--- config.mk ---
export PLATFORM = sky130hd
export DESIGN_NAME = acc_requant
export DESIGN_NICKNAME = d
export VERILOG_FILES = /design/src/rtl/mnist_pkg.sv /design/src/rtl/requant_core.sv /design/src/rtl/acc_requant.sv
export SDC_FILE = /design/constraint.sdc
export NUM_CORES = 1
export LEC_CHECK = 0
export CORE_ASPECT_RATIO = 2
export CORE_MARGIN = 2
export CORE_UTILIZATION = 30
export DETAILED_ROUTE_END_ITERATION = 7
export PLACE_DENSITY = 0.47
export SLEW_MARGIN = 20
export SYNTH_ARGS = -nofsm -noshare
export SYNTH_HDL_FRONTEND = slang
export SYNTH_SLANG_ARGS = --single-unit
--- constraint.sdc ---
create_clock -name clk -period 5.3 [get_ports clk]
set_input_delay 0.53 -clock clk [delete_from_list [all_inputs] [get_ports clk]]
set_output_delay 0.53 -clock clk [all_outputs]
set_load 0.02 [all_outputs]
--- src/rtl/mnist_pkg.sv ---
// Shared widths and limits for the MNIST accelerator datapath.
// Used by the requantization stage and the output-layer path.
package mnist_pkg;
  localparam int ACC_W     = 20;
  localparam int BIAS_W    = 16;
  localparam int SUM_W     = 21;
  localparam int OUT_W     = 8;
  localparam int OUT_MAX   = 127;
  localparam int OUT_MIN   = -128;
  localparam int SHIFT_W   = 5;
  localparam int SHIFT_MAX = 20;
  localparam int N_NEURONS = 32;
  localparam int SAT_W     = 16;
endpackage

--- src/rtl/requant_core.sv ---
// Combinational requantizer: round-half-up arithmetic shift, optional ReLU,
// saturation to a signed OUT_W result with a flag when the clamp bites.
module requant_core
  import mnist_pkg::*;
#(
  parameter int SUM_W = mnist_pkg::SUM_W,
  parameter int OUT_W = mnist_pkg::OUT_W
) (
  input  logic signed [SUM_W-1:0]   sum_i,
  input  logic        [SHIFT_W-1:0] shift_i,
  input  logic                      relu_i,
  output logic        [OUT_W-1:0]   data_o,
  output logic                      sat_o
);

  localparam int T_W = SUM_W + 1;
  localparam logic signed [T_W-1:0] MAX_T = T_W'((1 << (OUT_W - 1)) - 1);
  localparam logic signed [T_W-1:0] MIN_T = ~MAX_T;

  logic        [SHIFT_W-1:0] sh;
  logic signed [T_W-1:0]     rnd;
  logic signed [T_W-1:0]     t;
  logic signed [T_W-1:0]     r;

  always_comb begin
    sh = (shift_i > SHIFT_W'(SHIFT_MAX)) ? SHIFT_W'(SHIFT_MAX) : shift_i;
    rnd = '0;
    if (sh != '0) rnd = T_W'(1) << (sh - 1'b1);
    t = {sum_i[SUM_W-1], sum_i} + rnd;
    r = t >>> sh;
    // ReLU zeroing is not a saturation event, so it happens before the clamp.
    if (relu_i && r[T_W-1]) r = '0;
    sat_o  = 1'b0;
    data_o = r[OUT_W-1:0];
    if (r > MAX_T) begin
      data_o = MAX_T[OUT_W-1:0];
      sat_o  = 1'b1;
    end else if (r < MIN_T) begin
      data_o = MIN_T[OUT_W-1:0];
      sat_o  = 1'b1;
    end
  end

endmodule

--- src/rtl/acc_requant.sv ---
// Two-stage valid/ready requantization pipeline: bias add in stage 1,
// shift/ReLU/saturate in stage 2, with neuron index tagging and sat stats.
module acc_requant
  import mnist_pkg::*;
#(
  parameter int ACC_W     = mnist_pkg::ACC_W,
  parameter int BIAS_W    = mnist_pkg::BIAS_W,
  parameter int OUT_W     = mnist_pkg::OUT_W,
  parameter int N_NEURONS = mnist_pkg::N_NEURONS,
  parameter int IDX_W     = $clog2(N_NEURONS)
) (
  input  logic                clk,
  input  logic                rst,
  input  logic                clr_stats,
  input  logic [SHIFT_W-1:0]  cfg_shift,
  input  logic                cfg_relu,
  input  logic                in_valid,
  output logic                in_ready,
  input  logic [ACC_W-1:0]    in_acc,
  input  logic [BIAS_W-1:0]   in_bias,
  output logic                out_valid,
  input  logic                out_ready,
  output logic [OUT_W-1:0]    out_data,
  output logic [IDX_W-1:0]    out_idx,
  output logic                out_last,
  output logic [SAT_W-1:0]    sat_count
);

  localparam int ACC_SUM_W = ((ACC_W > BIAS_W) ? ACC_W : BIAS_W) + 1;

  logic signed [ACC_SUM_W-1:0] acc_ext, bias_ext;
  logic                        s1_valid_q, s1_valid_d;
  logic signed [ACC_SUM_W-1:0] s1_sum_q, s1_sum_d;
  logic [SHIFT_W-1:0]          s1_shift_q, s1_shift_d;
  logic                        s1_relu_q, s1_relu_d;
  logic                        s2_valid_q, s2_valid_d;
  logic [OUT_W-1:0]            s2_data_q, s2_data_d;
  logic                        s2_sat_q, s2_sat_d;
  logic [IDX_W-1:0]            idx_q, idx_d;
  logic [SAT_W-1:0]            sat_cnt_q, sat_cnt_d;
  logic                        s2_adv, accept, out_hs;
  logic [OUT_W-1:0]            core_data;
  logic                        core_sat;

  assign acc_ext  = {{(ACC_SUM_W-ACC_W){in_acc[ACC_W-1]}}, in_acc};
  assign bias_ext = {{(ACC_SUM_W-BIAS_W){in_bias[BIAS_W-1]}}, in_bias};

  requant_core #(
    .SUM_W (ACC_SUM_W),
    .OUT_W (OUT_W)
  ) u_core (
    .sum_i   (s1_sum_q),
    .shift_i (s1_shift_q),
    .relu_i  (s1_relu_q),
    .data_o  (core_data),
    .sat_o   (core_sat)
  );

  // Handshake: a beat moves when its producer is valid and its consumer is
  // ready; a stage is ready when empty or when its content leaves this cycle.
  always_comb begin
    s2_adv   = !s2_valid_q || out_ready;
    in_ready = !s1_valid_q || s2_adv;
    accept   = in_valid && in_ready;
    out_hs   = s2_valid_q && out_ready;

    s1_valid_d = in_ready ? in_valid : s1_valid_q;
    s1_sum_d   = s1_sum_q;
    s1_shift_d = s1_shift_q;
    s1_relu_d  = s1_relu_q;
    if (accept) begin
      s1_sum_d   = acc_ext + bias_ext;
      s1_shift_d = cfg_shift;
      s1_relu_d  = cfg_relu;
    end

    s2_valid_d = s2_adv ? s1_valid_q : s2_valid_q;
    s2_data_d  = s2_data_q;
    s2_sat_d   = s2_sat_q;
    if (s2_adv && s1_valid_q) begin
      s2_data_d = core_data;
      s2_sat_d  = core_sat;
    end

    idx_d     = idx_q;
    sat_cnt_d = sat_cnt_q;
    if (clr_stats) begin
      idx_d     = '0;
      sat_cnt_d = '0;
    end else if (out_hs) begin
      idx_d = (idx_q == IDX_W'(N_NEURONS - 1)) ? '0 : idx_q + 1'b1;
      if (s2_sat_q && (sat_cnt_q != '1)) sat_cnt_d = sat_cnt_q + 1'b1;
    end
  end

  always_ff @(posedge clk or negedge rst) begin
    if (!rst) begin
      s1_valid_q <= 1'b0;
      s1_sum_q   <= '0;
      s1_shift_q <= '0;
      s1_relu_q  <= 1'b0;
      s2_valid_q <= 1'b0;
      s2_data_q  <= '0;
      s2_sat_q   <= 1'b0;
      idx_q      <= '0;
      sat_cnt_q  <= '0;
    end else begin
      s1_valid_q <= s1_valid_d;
      s1_sum_q   <= s1_sum_d;
      s1_shift_q <= s1_shift_d;
      s1_relu_q  <= s1_relu_d;
      s2_valid_q <= s2_valid_d;
      s2_data_q  <= s2_data_d;
      s2_sat_q   <= s2_sat_d;
      idx_q      <= idx_d;
      sat_cnt_q  <= sat_cnt_d;
    end
  end

  assign out_valid = s2_valid_q;
  assign out_data  = s2_data_q;
  assign out_idx   = idx_q;
  assign out_last  = (idx_q == IDX_W'(N_NEURONS - 1)) && s2_valid_q;
  assign sat_count = sat_cnt_q;

endmodule

After elaboration in Yosys (flattened, before gate mapping)
Index checks and enable logic that the tools add are counted.

operators by class
  reduce and logical (&&, ||, !) cells = 14
  $add $sub $neg = 5
  muxes and demuxes = 13
  shifts and indexed selects = 2
  magnitude comparators = 3
  eq/ne operators = 2

operators with widths
  cell                                                                   count
  16-bit 2-to-1 mux                                                      3
  22-bit 2-to-1 mux                                                      2
  22-bit adder                                                           1
  22-bit by 8-bit > comparator with 1-bit output, second input constant  1
  22-bit by 8-bit < comparator with 1-bit output, second input constant  1
  1-bit by 5-bit << shifter with 22-bit output, first input constant     1
  22-bit by 5-bit >>> shifter with 22-bit output                         1
  20-bit by 16-bit adder with 21-bit output                              1
  5-bit 2-to-1 mux                                                       4
  16-bit by 1-bit adder with 16-bit output, second input constant        1
  8-bit 2-to-1 mux                                                       2
  16-bit inequality test, second input constant                          1
  1-bit logical AND                                                      6
  5-bit by 1-bit adder with 5-bit output, second input constant          1
  5-bit equality test, second input constant                             1
  5-bit > comparator, second input constant                              1
  5-bit nonzero test                                                     1
  5-bit by 1-bit subtractor with 5-bit output, second input constant     1
  2-bit nonzero test                                                     2
  1-bit logical NOT                                                      2
  1-bit logical OR                                                       2
  1-bit 2-to-1 mux                                                       2
  2-bit AND reduction                                                    1

word-level totals
  word-level logic and storage cells = 48
  bits of input ports = 47
  bits in registers = 59

Logic depth before layout (Yosys ltp)
Gate-level depths: netlist of run 1.

  depth after elaboration = 12
  gate-level depth with buffers = 22

Modules after synthesis
A second synthesis of run 1 with hierarchy kept.

second synthesis, totals
  cell total of the unflattened synthesis = 898
  area total of the unflattened synthesis = 6919.1 um2

modules (own cells, without submodules)
  module        area each (um2)  cells an instance  instances
  acc_requant   3505.9           382                1
  requant_core  3413.3           516                1

Least setup slack after synthesis of run 1
No wires, ideal clock.

  kind = reg-to-reg
  start = register s1_shift_q[2]
  end = register s2_data_q[5], in the netlist out_data[5]
  data arrival time = 4719 ps
  buffers on the path = 3
  path slack = 442 ps
  clock period less this slack = 4858 ps
  cell stages (with the launch flop) = 20
  cells stage by stage = dfrtp_1 clkbuf_1 clkbuf_1 clkbuf_1 nand2b_1 nor3_1 ha_1 fa_1 a211oi_2 o211ai_2 a21boi_0 mux2_2 nand3_2 o211ai_1 and2_1 a211oi_1 a31oi_1 or4_4 o22ai_4 a31oi_1

on the way
  word-level cells in the longest chain between the ends = 12
  elaborated cells on any way between the ends = 14
  those cells by class = add/sub: 2; order compare: 3; shift: 2; mux: 5; reduce/logical: 2

ends and longest elaborated chain
  item                                                RTL line            source
  from (decl)                                         acc_requant.sv:34   logic [SHIFT_W-1:0] s1_shift_q, s1_shift_d;
  from (signal assigned)                              acc_requant.sv:110  s1_shift_q <= s1_shift_d;
  5-bit > comparator                                  requant_core.sv:26  sh = (shift_i > SHIFT_W'(SHIFT_MAX)) ? SHIFT_W'(SHIFT_MAX) : shift_i;
  5-bit 2-to-1 mux (*)                                requant_core.sv:26
  5-bit by 1-bit subtractor with 5-bit output         requant_core.sv:28  if (sh != '0) rnd = T_W'(1) << (sh - 1'b1);
  1-bit by 5-bit << shifter with 22-bit output        requant_core.sv:28
  22-bit 2-to-1 mux                                   requant_core.sv:28
  22-bit adder                                        requant_core.sv:29  t = {sum_i[SUM_W-1], sum_i} + rnd;
  22-bit by 5-bit >>> shifter with 22-bit output (*)  requant_core.sv:30  r = t >>> sh;
  1-bit logical AND                                   requant_core.sv:32  if (relu_i && r[T_W-1]) r = '0;
  22-bit 2-to-1 mux (*)                               requant_core.sv:32
  22-bit by 8-bit < comparator with 1-bit output      requant_core.sv:38  end else if (r < MIN_T) begin
  8-bit 2-to-1 mux                                    requant_core.sv:38
  8-bit 2-to-1 mux (*)                                requant_core.sv:35  if (r > MAX_T) begin
  to (signal assigned)                                acc_requant.sv:113  s2_data_q <= s2_data_d;
  to (decl)                                           acc_requant.sv:37   logic [OUT_W-1:0] s2_data_q, s2_data_d;

Mark *: on every way between the ends. The rest lies on a longest branch, timed or not.
A chain may end at the register's enable or synchronous reset.

Final worst setup path of run 1
  start = register s1_shift_q[3]
  end = register s2_data_q[3], in the netlist out_data[3]

The elaborated chain is that of the path after synthesis.

==> qor.txt, run 1 <==
==========================================================================================
Slew @ Worst Pin                                                                  0.909 ns
CTS Buffer Depth                                                                         2
Placement row count                                                                     75
Global-route wire length before repair                                            36500 µm
Max Freq                                                                         0.204 GHz
Vias in the first global route                                                        6799
Outcome                                                                          completed
Largest fanout on the critical path                                                     11
Diode count                                                                              0
Area of all sequential standard cells                                             1480 µm²
Cell count after synthesis                                                             804
Leakage                                                                            3.41 nW
Multiplexer share of the synthesized area                                           0.0531
Worst slew margin relative to its limit                                              0.393
Number of warnings issued by yosys                                                       0
Final estimated routing congestion in global placement                               0.987
Count of clock tree sinks                                                               59
Die outline height                                                                  210 µm
Unique cell type count in the Yosys netlist                                             94
Total instance count after detailed placement                                         1164
Area used by multi-input combinational logic                                      4680 µm²
Critical Path Most Common Cell                                                sky130_fd_sc_hd__buf_4
Areal power density over the cells                                              342 nW/µm²
Port-buffer cells                                                                       78
Half-perimeter wire length after placement                                        19100 µm
Max-cap viol count                                                                       0
Proportion of layout cells with a drive suffix above 1                               0.143
Period minus WS final                                                              4.91 ns
Type of destination of the critical path                                         flip-flop
Post-Synthesis Mean Instance Area                                                 7.94 µm²
Total Routed Length                                                               23200 µm
Fill cell instance count of the final layout                                          2223
Slowest cell delay on critical path                                                0.43 ns
Post-route clock period utilization                                                  0.927
Mean number of vias per cell                                                          5.56
Layout overhead on the synthesized area                                              26.3%
Largest vdd supply drop                                                         0.000130 V
CTS tree                                                                               yes
Setup repair bufs after CTS                                                              0
Final Hold Viols                                                                         0
Synth Area in XOR/XNOR                                                              0.0549
Largest net degree at the start of global routing                                       60
Fraction of the mapped netlist area in simple logic gates                            0.243
Number of antenna violations at the first check in global routing                        0
Number of flip-flops and latches in the synthesized netlist                             59
Synth Area in Compound Gates                                                         0.288
Clk_skew                                                                        0.00844 ns
Power consumption                                                                0.00276 W
Share of synthesized cell area in full adder, half adder and majority cells         0.0925
Number of endpoints failing setup at the final stage                                     0
Total routing usage reported by global routing                                       0.213
Total number of vias                                                                  6561
Startpoint-to-endpoint class of the critical path                               reg -> reg
Die area                                                                         22500 µm²
NumNets Final                                                                          999
Sum of negative setup slack                                                           0 ns
Critical-path cell list                                                       buf_4, clkinv_1, nor2_1, nand2_1, nor2_1, ha_1, buf_4, a21oi_1, nor3_1, a211oi_2, nor3_2, buf_4, or3b_1, a31oi_1, o32ai_1, nor4bb_1, a31oi_1, o211a_2, a211oi_2
Worst-path clk slew                                                                0.06 ns
Startpoint class of the critical path                                            flip-flop
Fraction of the yosys area taken by sequential cells                                 0.231
Combined area of all synthesized cells                                            6380 µm²
Dominant combinational cell family by area after synthesis                    compound AO/OA/AOI/OAI gates
Remaining Overflow, GRT                                                                  0
CORE AREA                                                                        20900 µm²
Worst hold-check path type                                                     in -> async
Setup repair after global routing missed its margin                                  false
Insertion delay of the later-clocked pin in the worst-skew pair                    0.35 ns
Ys flop type                                                                  sky130_fd_sc_hd__dfrtp_1
Worst Path Arrival                                                                 5.17 ns
Width of the chip                                                                   107 µm
Number of nets still failing antenna checks after routing                                0
Post-synth net total                                                                   897
Clock root buffer                                                             sky130_fd_sc_hd__clkbuf_16
Violation count after the first detailed-routing iteration                             258
Number of H-tree levels                                                                  3
Final non-filler cell total                                                           1180
Number of synthesized flops with an enable pin                                           0
Required time at the worst-slack endpoint                                          5.56 ns
Library cell contributing the largest single delay on the critical path       sky130_fd_sc_hd__a21oi_1
WL/cell                                                                            19.7 µm
Final routed DRC violation total                                                         0
Number of buffers created by CTS                                                         9
1st-pass router iterations                                                               5
Starting density of the core                                                         0.305
Number of top-level pins                                                                79
Final-report max-slew violation count                                                    0
Async SR Flop Fraction                                                                1.00
==========================================================================================
kinds of logic after synthesis:
family,Yosys count
AND/OR/NAND/NOR,314
AO/OA/AOI/OAI,257
flip-flops,59
buffers and inverters,57
adder cells (fa/ha/maj),46
XOR/XNOR,40
multiplexers,30
other,1
synth_stat cells (7+ instances only):
| cell | instances | share of area |
|---|---|---|
| sky130_fd_sc_hd__a211o_1 | 7 | 0.0096 |
| sky130_fd_sc_hd__a211oi_1 | 9 | 0.011 |
| sky130_fd_sc_hd__a211oi_2 | 8 | 0.016 |
| sky130_fd_sc_hd__a21o_1 | 14 | 0.016 |
| sky130_fd_sc_hd__a21oi_1 | 49 | 0.038 |
| sky130_fd_sc_hd__a31oi_1 | 14 | 0.014 |
| sky130_fd_sc_hd__and2_1 | 10 | 0.0098 |
| sky130_fd_sc_hd__and3_1 | 8 | 0.0078 |
| sky130_fd_sc_hd__buf_2 | 10 | 0.0078 |
| sky130_fd_sc_hd__clkbuf_1 | 24 | 0.014 |
| sky130_fd_sc_hd__dfrtp_1 | 59 | 0.23 |
| sky130_fd_sc_hd__ha_1 | 44 | 0.086 |
| sky130_fd_sc_hd__inv_1 | 16 | 0.0094 |
| sky130_fd_sc_hd__mux2_2 | 11 | 0.019 |
| sky130_fd_sc_hd__mux2i_1 | 17 | 0.027 |
| sky130_fd_sc_hd__nand2_1 | 98 | 0.058 |
| sky130_fd_sc_hd__nand3_1 | 23 | 0.018 |
| sky130_fd_sc_hd__nand4_1 | 15 | 0.015 |
| sky130_fd_sc_hd__nor2_1 | 76 | 0.045 |
| sky130_fd_sc_hd__nor3_1 | 23 | 0.018 |
| sky130_fd_sc_hd__o211ai_1 | 12 | 0.014 |
| sky130_fd_sc_hd__o21a_1 | 11 | 0.013 |
| sky130_fd_sc_hd__o21ai_0 | 52 | 0.041 |
| sky130_fd_sc_hd__o22ai_1 | 7 | 0.0069 |
| sky130_fd_sc_hd__o31ai_1 | 8 | 0.0094 |
| sky130_fd_sc_hd__or2_2 | 7 | 0.0069 |
| sky130_fd_sc_hd__or3_1 | 10 | 0.0098 |
| sky130_fd_sc_hd__xnor2_1 | 20 | 0.027 |
| sky130_fd_sc_hd__xor2_1 | 20 | 0.027 |
power breakdown:
| group | internal, W | switching [W] | leakage [nW] |
|---|---|---|---|
| Combinational | 0.000627 | 0.000892 | 2.52 |
| Clock | 0.000412 | 0.000234 | 0.149 |
| Sequential | 0.000526 | 0.0000656 | 0.742 |
| Total | 0.00157 | 0.00119 | 3.41 |
per-layer routing:
metal,vias to the layer above,wire [µm],global-route usage,part of all wire
met2,168,13400,0.433,0.58
met4,0,1620,0.140,0.070
li1,3222,-,-,-
met3,73,534,0.0235,0.023
met5,-,0,0,0
met1,3098,7620,0.185,0.33
through the flow:
stage	setup slack [ns]	utilization	instance area, µm²	hold slack, ns
floorplan	0.442	-	6380	0.234
global placement	0.428	0.370	7740	0.469
detailed placement	0.360	0.370	7740	0.478
CTS	0.322	0.385	8050	0.386
global route	0.0212	0.385	8060	0.435
finish	0.390	0.385	8060	0.349
sequential cells by signal, summed over array words and instances (netlist names):
signal / cells
s1_relu_q: 1
out_idx: 5
s1_sum_q: 21
s1_shift_q: 5
out_data: 8
sat_count: 16
s2_sat_q: 1
out_valid: 1
s1_valid_q: 1
final cells by class:
type                            instances  share of cell area
Clock buffer                           10              0.0284
Clock inverter                          6              0.0110
Tap cell                              269              0.0418
Inverter                               17             0.00792
Sequential cell                        59               0.183
Timing Repair Buffer                  131               0.147
Multi-Input combinational cell        688               0.580
what timing repair did:
item,CTS,global route
hold buffers,0,0
gates resized for setup,0,2
hold endpoints to repair,0,0
setup endpoints to repair,0,6
placed cells by master (no fill, tap or decap), types with 20 or more instances in the layout:
master	count
sky130_fd_sc_hd__o21ai_0	52
sky130_fd_sc_hd__clkdlybuf4s50_1	77
sky130_fd_sc_hd__nor3_1	23
sky130_fd_sc_hd__nand2_1	98
sky130_fd_sc_hd__buf_4	52
sky130_fd_sc_hd__xnor2_1	20
sky130_fd_sc_hd__a21oi_1	49
sky130_fd_sc_hd__xor2_1	20
sky130_fd_sc_hd__ha_1	44
sky130_fd_sc_hd__nor2_1	76
sky130_fd_sc_hd__nand3_1	23
sky130_fd_sc_hd__dfrtp_1	58
critical path: cells and delay by family, from the launching register on:
kind / cells / cell delay (ns)
flops: 1 / 0.36
fa+ha+maj: 1 / 0.26
compound gates: 7 / 1.87
buf+inv: 4 / 0.64
simple gates: 7 / 1.67
worst paths after layout:
path	start	endpoint	slack, ns	depth (start not counted)
max in group asynchronous	rst	s1_shift_q[1]	4.42	2
min in group clk	s1_sum_q[12]	s1_sum_q[12]	0.49	2
hold reg to reg	s1_sum_q[12]	s1_sum_q[12]	0.49	2
hold / removal	rst	out_idx[0]	0.35	2
setup / recovery	s1_shift_q[3]	out_data[3]	0.39	19
setup reg to reg	s1_shift_q[3]	out_data[3]	0.39	19
No activity file was read; power rests on OpenSTA's default activity.
==> run 2: changes to the inputs <==
--- a/config.mk
+++ b/config.mk
@@ -9,7 +9,8 @@
 export CORE_MARGIN = 2
 export CORE_UTILIZATION = 30
 export DETAILED_ROUTE_END_ITERATION = 7
-export PLACE_DENSITY = 0.47
+export PLACE_DENSITY = 0.56
+export RECOVER_POWER = 25
 export SLEW_MARGIN = 20
 export SYNTH_ARGS = -nofsm -noshare
 export SYNTH_HDL_FRONTEND = slang
==> run 2 against run 1 <==
The run now ends with capacitance limit, slew limit left. Critical path type unchanged. Largest cell class unchanged. Fmax decreased by 2.9%. Largest power group unchanged. Sequential share of layout area increased by 0.36 points. Routed wire length decreased by 6.4%. Highest routed layer unchanged. Sequential power decreased by 1%.
==> qor.txt, run 2 (same netlist as run 1, synthesis figures left out) <==
======================================================================================
Critical-path cell list                                                   buf_4, nor2b_1, nand2b_1, nor3_1, ha_1, fa_1, a211oi_2, o211ai_2, a21o_1, a21oi_1, xnor2_1, o21ai_1, o211ai_1, o21ai_0, o32ai_1, nand4b_1, o22ai_4, a31oi_1
Period minus WS final                                                          5.06 ns   +0.146 ns
Area post-placement                                                           7590 µm²   -1.9%
Outcome                                                                   complete, but fails checks
Worst hold-check path type                                                  reg -> reg
Clock power frac                                                                 0.230   -0.005
Slowest cell delay on critical path                                            0.48 ns   +0.05 ns
Final cell area excluding filler cells                                        7900 µm²   -2.0%
Power consumption                                                            0.00264 W   -4.4%
Cell type group with the largest total delay on the critical path         compound AO/OA/AOI/OAI gates
Most used cells in the layout excluding fill and tap cells                98 x sky130_fd_sc_hd__nand2_1, 77 x sky130_fd_sc_hd__clkdlybuf4s50_1, 76 x sky130_fd_sc_hd__nor2_1
Type of destination of the critical path                                     flip-flop
Layout overhead on the synthesized area                                          23.8%
Worst-path clk slew                                                            0.06 ns   about the same
Startpoint-to-endpoint class of the critical path                           reg -> reg
Starting density of the core                                                     0.305   unchanged
Count of clock tree sinks                                                           59   unchanged
Number of endpoints failing setup at the final stage                                 0   unchanged
Seq pwr share                                                                    0.222   +0.007
Total number of vias                                                              6483   -1.2%
Max-cap viol count                                                                   1   +1
Final non-filler cell total                                                       1162   -1.5%
Number of top-level pins                                                            79   unchanged
Number of flip-flops in the largest register                                        21   unchanged
Final routed DRC violation total                                                     0   unchanged
1st-pass router iterations                                                           5   unchanged
Library cell contributing the largest single delay on the critical path   sky130_fd_sc_hd__o211ai_1
WL/cell                                                                        18.7 µm   -5.0%
Setup repair after global routing missed its margin                              false
Setup repair bufs after CTS                                                          0   unchanged
Diode count                                                                          0   unchanged
Hold-fix buffers, CTS                                                                0   unchanged
Final-report max-slew violation count                                               60   +60
Mean number of vias per cell                                                      5.58   +0.34%
Insertion delay of the later-clocked pin in the worst-skew pair                0.34 ns   about the same
Largest fanout on the critical path                                                 11   unchanged
Placement row count                                                                 75   unchanged
NumNets Final                                                                      981   -1.8%
M1 wire length                                                                 7040 µm   -7.6%
Reg2Reg Setup Slack                                                            0.24 ns   -0.15 ns
Number of H-tree levels                                                              3   unchanged
Worst setup margin                                                            0.244 ns   -0.146 ns
Violation count after the first detailed-routing iteration                         294   +14%
Startpoint class of the critical path                                        flip-flop
Areal power density over the cells                                          334 nW/µm²   -2.4%
Reg2Reg Capture Point                                                      out_data[5]
CTS tree                                                                           yes
Met3 WL post-DR                                                                 624 µm   +17%
Total instance count after detailed placement                                     1146   -1.5%
Clock root buffer                                                         sky130_fd_sc_hd__clkbuf_16
Number of buffers created by CTS                                                     9   unchanged
Topmost layer with routed signal wires                                            met4
Final Hold Viols                                                                     0   unchanged
Largest vdd supply drop                                                     0.000166 V   +28%
Half-perimeter wire length after placement                                    17900 µm   -6.4%
Worst Path Arrival                                                             5.26 ns   +0.09 ns
Source of the worst register-to-register timing path                      s1_shift_q[1]
CTS Buffer Depth                                                                     2   unchanged
Total routing usage reported by global routing                                   0.197   -0.0154
Vias in the first global route                                                    6669   -1.9%
Sum of negative setup slack                                                       0 ns   unchanged
Post-route clock period utilization                                              0.954   +0.0275
Total internal power                                                         0.00148 W   -5.7%
Width of the chip                                                               107 µm   unchanged
Leakage                                                                        3.31 nW   -2.9%
Clk_skew                                                                     0.0134 ns   +0.00498 ns
Gate power share                                                                 0.548   -0.003
Most common library cell in the layout ignoring fill and taps             sky130_fd_sc_hd__nand2_1
Critical path startpoint                                                  s1_shift_q[1]
Required time at the worst-slack endpoint                                      5.50 ns   -0.06 ns
Worst slew margin relative to its limit                                          -1.09   -1.49
Die area                                                                     22500 µm²   unchanged
Sw Pwr                                                                       0.00116 W   -2.6%
Switching Fraction                                                               0.440   +0.00808
Worst setup path end                                                       out_data[5]
Port-buffer cells                                                                   78   unchanged
Remaining Overflow, GRT                                                              0   unchanged
Final estimated routing congestion in global placement                           0.986   about the same
Number of antenna violations at the first check in global routing                    0   unchanged
Proportion of layout cells with a drive suffix above 1                           0.124   -0.0184
Cells on worst reg2reg path                                                         18   -1
Slew @ Worst Pin                                                               3.14 ns   +2.23 ns
Worst setup timing slack at the placement stage                               0.259 ns   -0.101 ns
Number of nets still failing antenna checks after routing                            0   unchanged
Most flop-heavy register                                                      s1_sum_q
Global-route wire length before repair                                        34600 µm   -5.3%
Largest net degree at the start of global routing                                   60   unchanged
Total Routed Length                                                           21700 µm   -6.4%
CORE AREA                                                                    20900 µm²   unchanged
Number of cells on the worst hold path                                               1
Die outline height                                                              210 µm   unchanged
Crit path buffers/inverters                                                          1   -3
Violated checks                                                           capacitance limit, slew limit
WP depth                                                                            18   -1
Metal2 WL                                                                     12300 µm   -8.6%
Max Freq                                                                     0.198 GHz   -2.9%
======================================================================================
-- run 2: how the worst min path moves through the flow --
stage | startpoint | endpoint | slack [ns]
2_1_floorplan | rst | out_data[0] | 0.23
3_3_place_gp | s1_valid_q | out_valid | 0.46
3_5_place_dp | s1_sum_q[4] | s1_sum_q[4] | 0.48
4_1_cts | rst | sat_count[9] | 0.37
5_1_grt | s1_sum_q[6] | s1_sum_q[6] | 0.52
6_report | s1_valid_q | out_valid | 0.49
-- run 2: cell type report --
| cell class | count | area (µm²) |
|---|---|---|
| clock inverters | 7 | 81.3 |
| flip-flops and latches | 59 | 1480 |
| clock buffers | 9 | 225 |
| multi-input cells | 688 | 4680 |
| fillers | 2208 | 13000 |
| well taps | 269 | 337 |
| inverters | 17 | 63.8 |
| repair buffers | 113 | 1030 |
-- run 2: per-layer routing --
metal,vias to the layer above,global-route usage
li1,3176,-
met1,3049,0.173
met2,174,0.389
met3,84,0.0229
met4,0,0.153
met5,-,0
-- run 2: timing repair --
| action | 4_1_cts | 5_1_grt |
|---|---|---|
| setup endpoints to repair | 0 | 9 |
| hold endpoints to repair | 0 | 0 |
| resized for setup | 0 | 1 |
-- run 2: stage by stage --
step | hold WS, ns | utilization
after floorplan | 0.234 | -
after global placement | 0.459 | 0.363
after detailed placement | 0.477 | 0.363
after CTS | 0.369 | 0.377
after global routing | 0.518 | 0.377
final | 0.486 | 0.377
-- run 2: worst reg2reg max path: cells and delay by family (launching register included) --
kind	cells	cell delay, ns
compound gates	10	2.84
xor+xnor	1	0.22
fa+ha+maj	2	0.65
buf+inv	1	0.23
flops	1	0.42
simple gates	4	0.53
-- run 2: power groups by stage --
stage | Combinational [W] | Clock, W | Sequential [W]
floorplan | 0.000922 | 0 | 0.000611
global placement | 0.00142 | 0 | 0.000593
detailed placement | 0.00142 | 0 | 0.000595
CTS | 0.00143 | 0.000621 | 0.000587
global route | 0.00156 | 0.000638 | 0.000597
finish | 0.00145 | 0.000606 | 0.000585
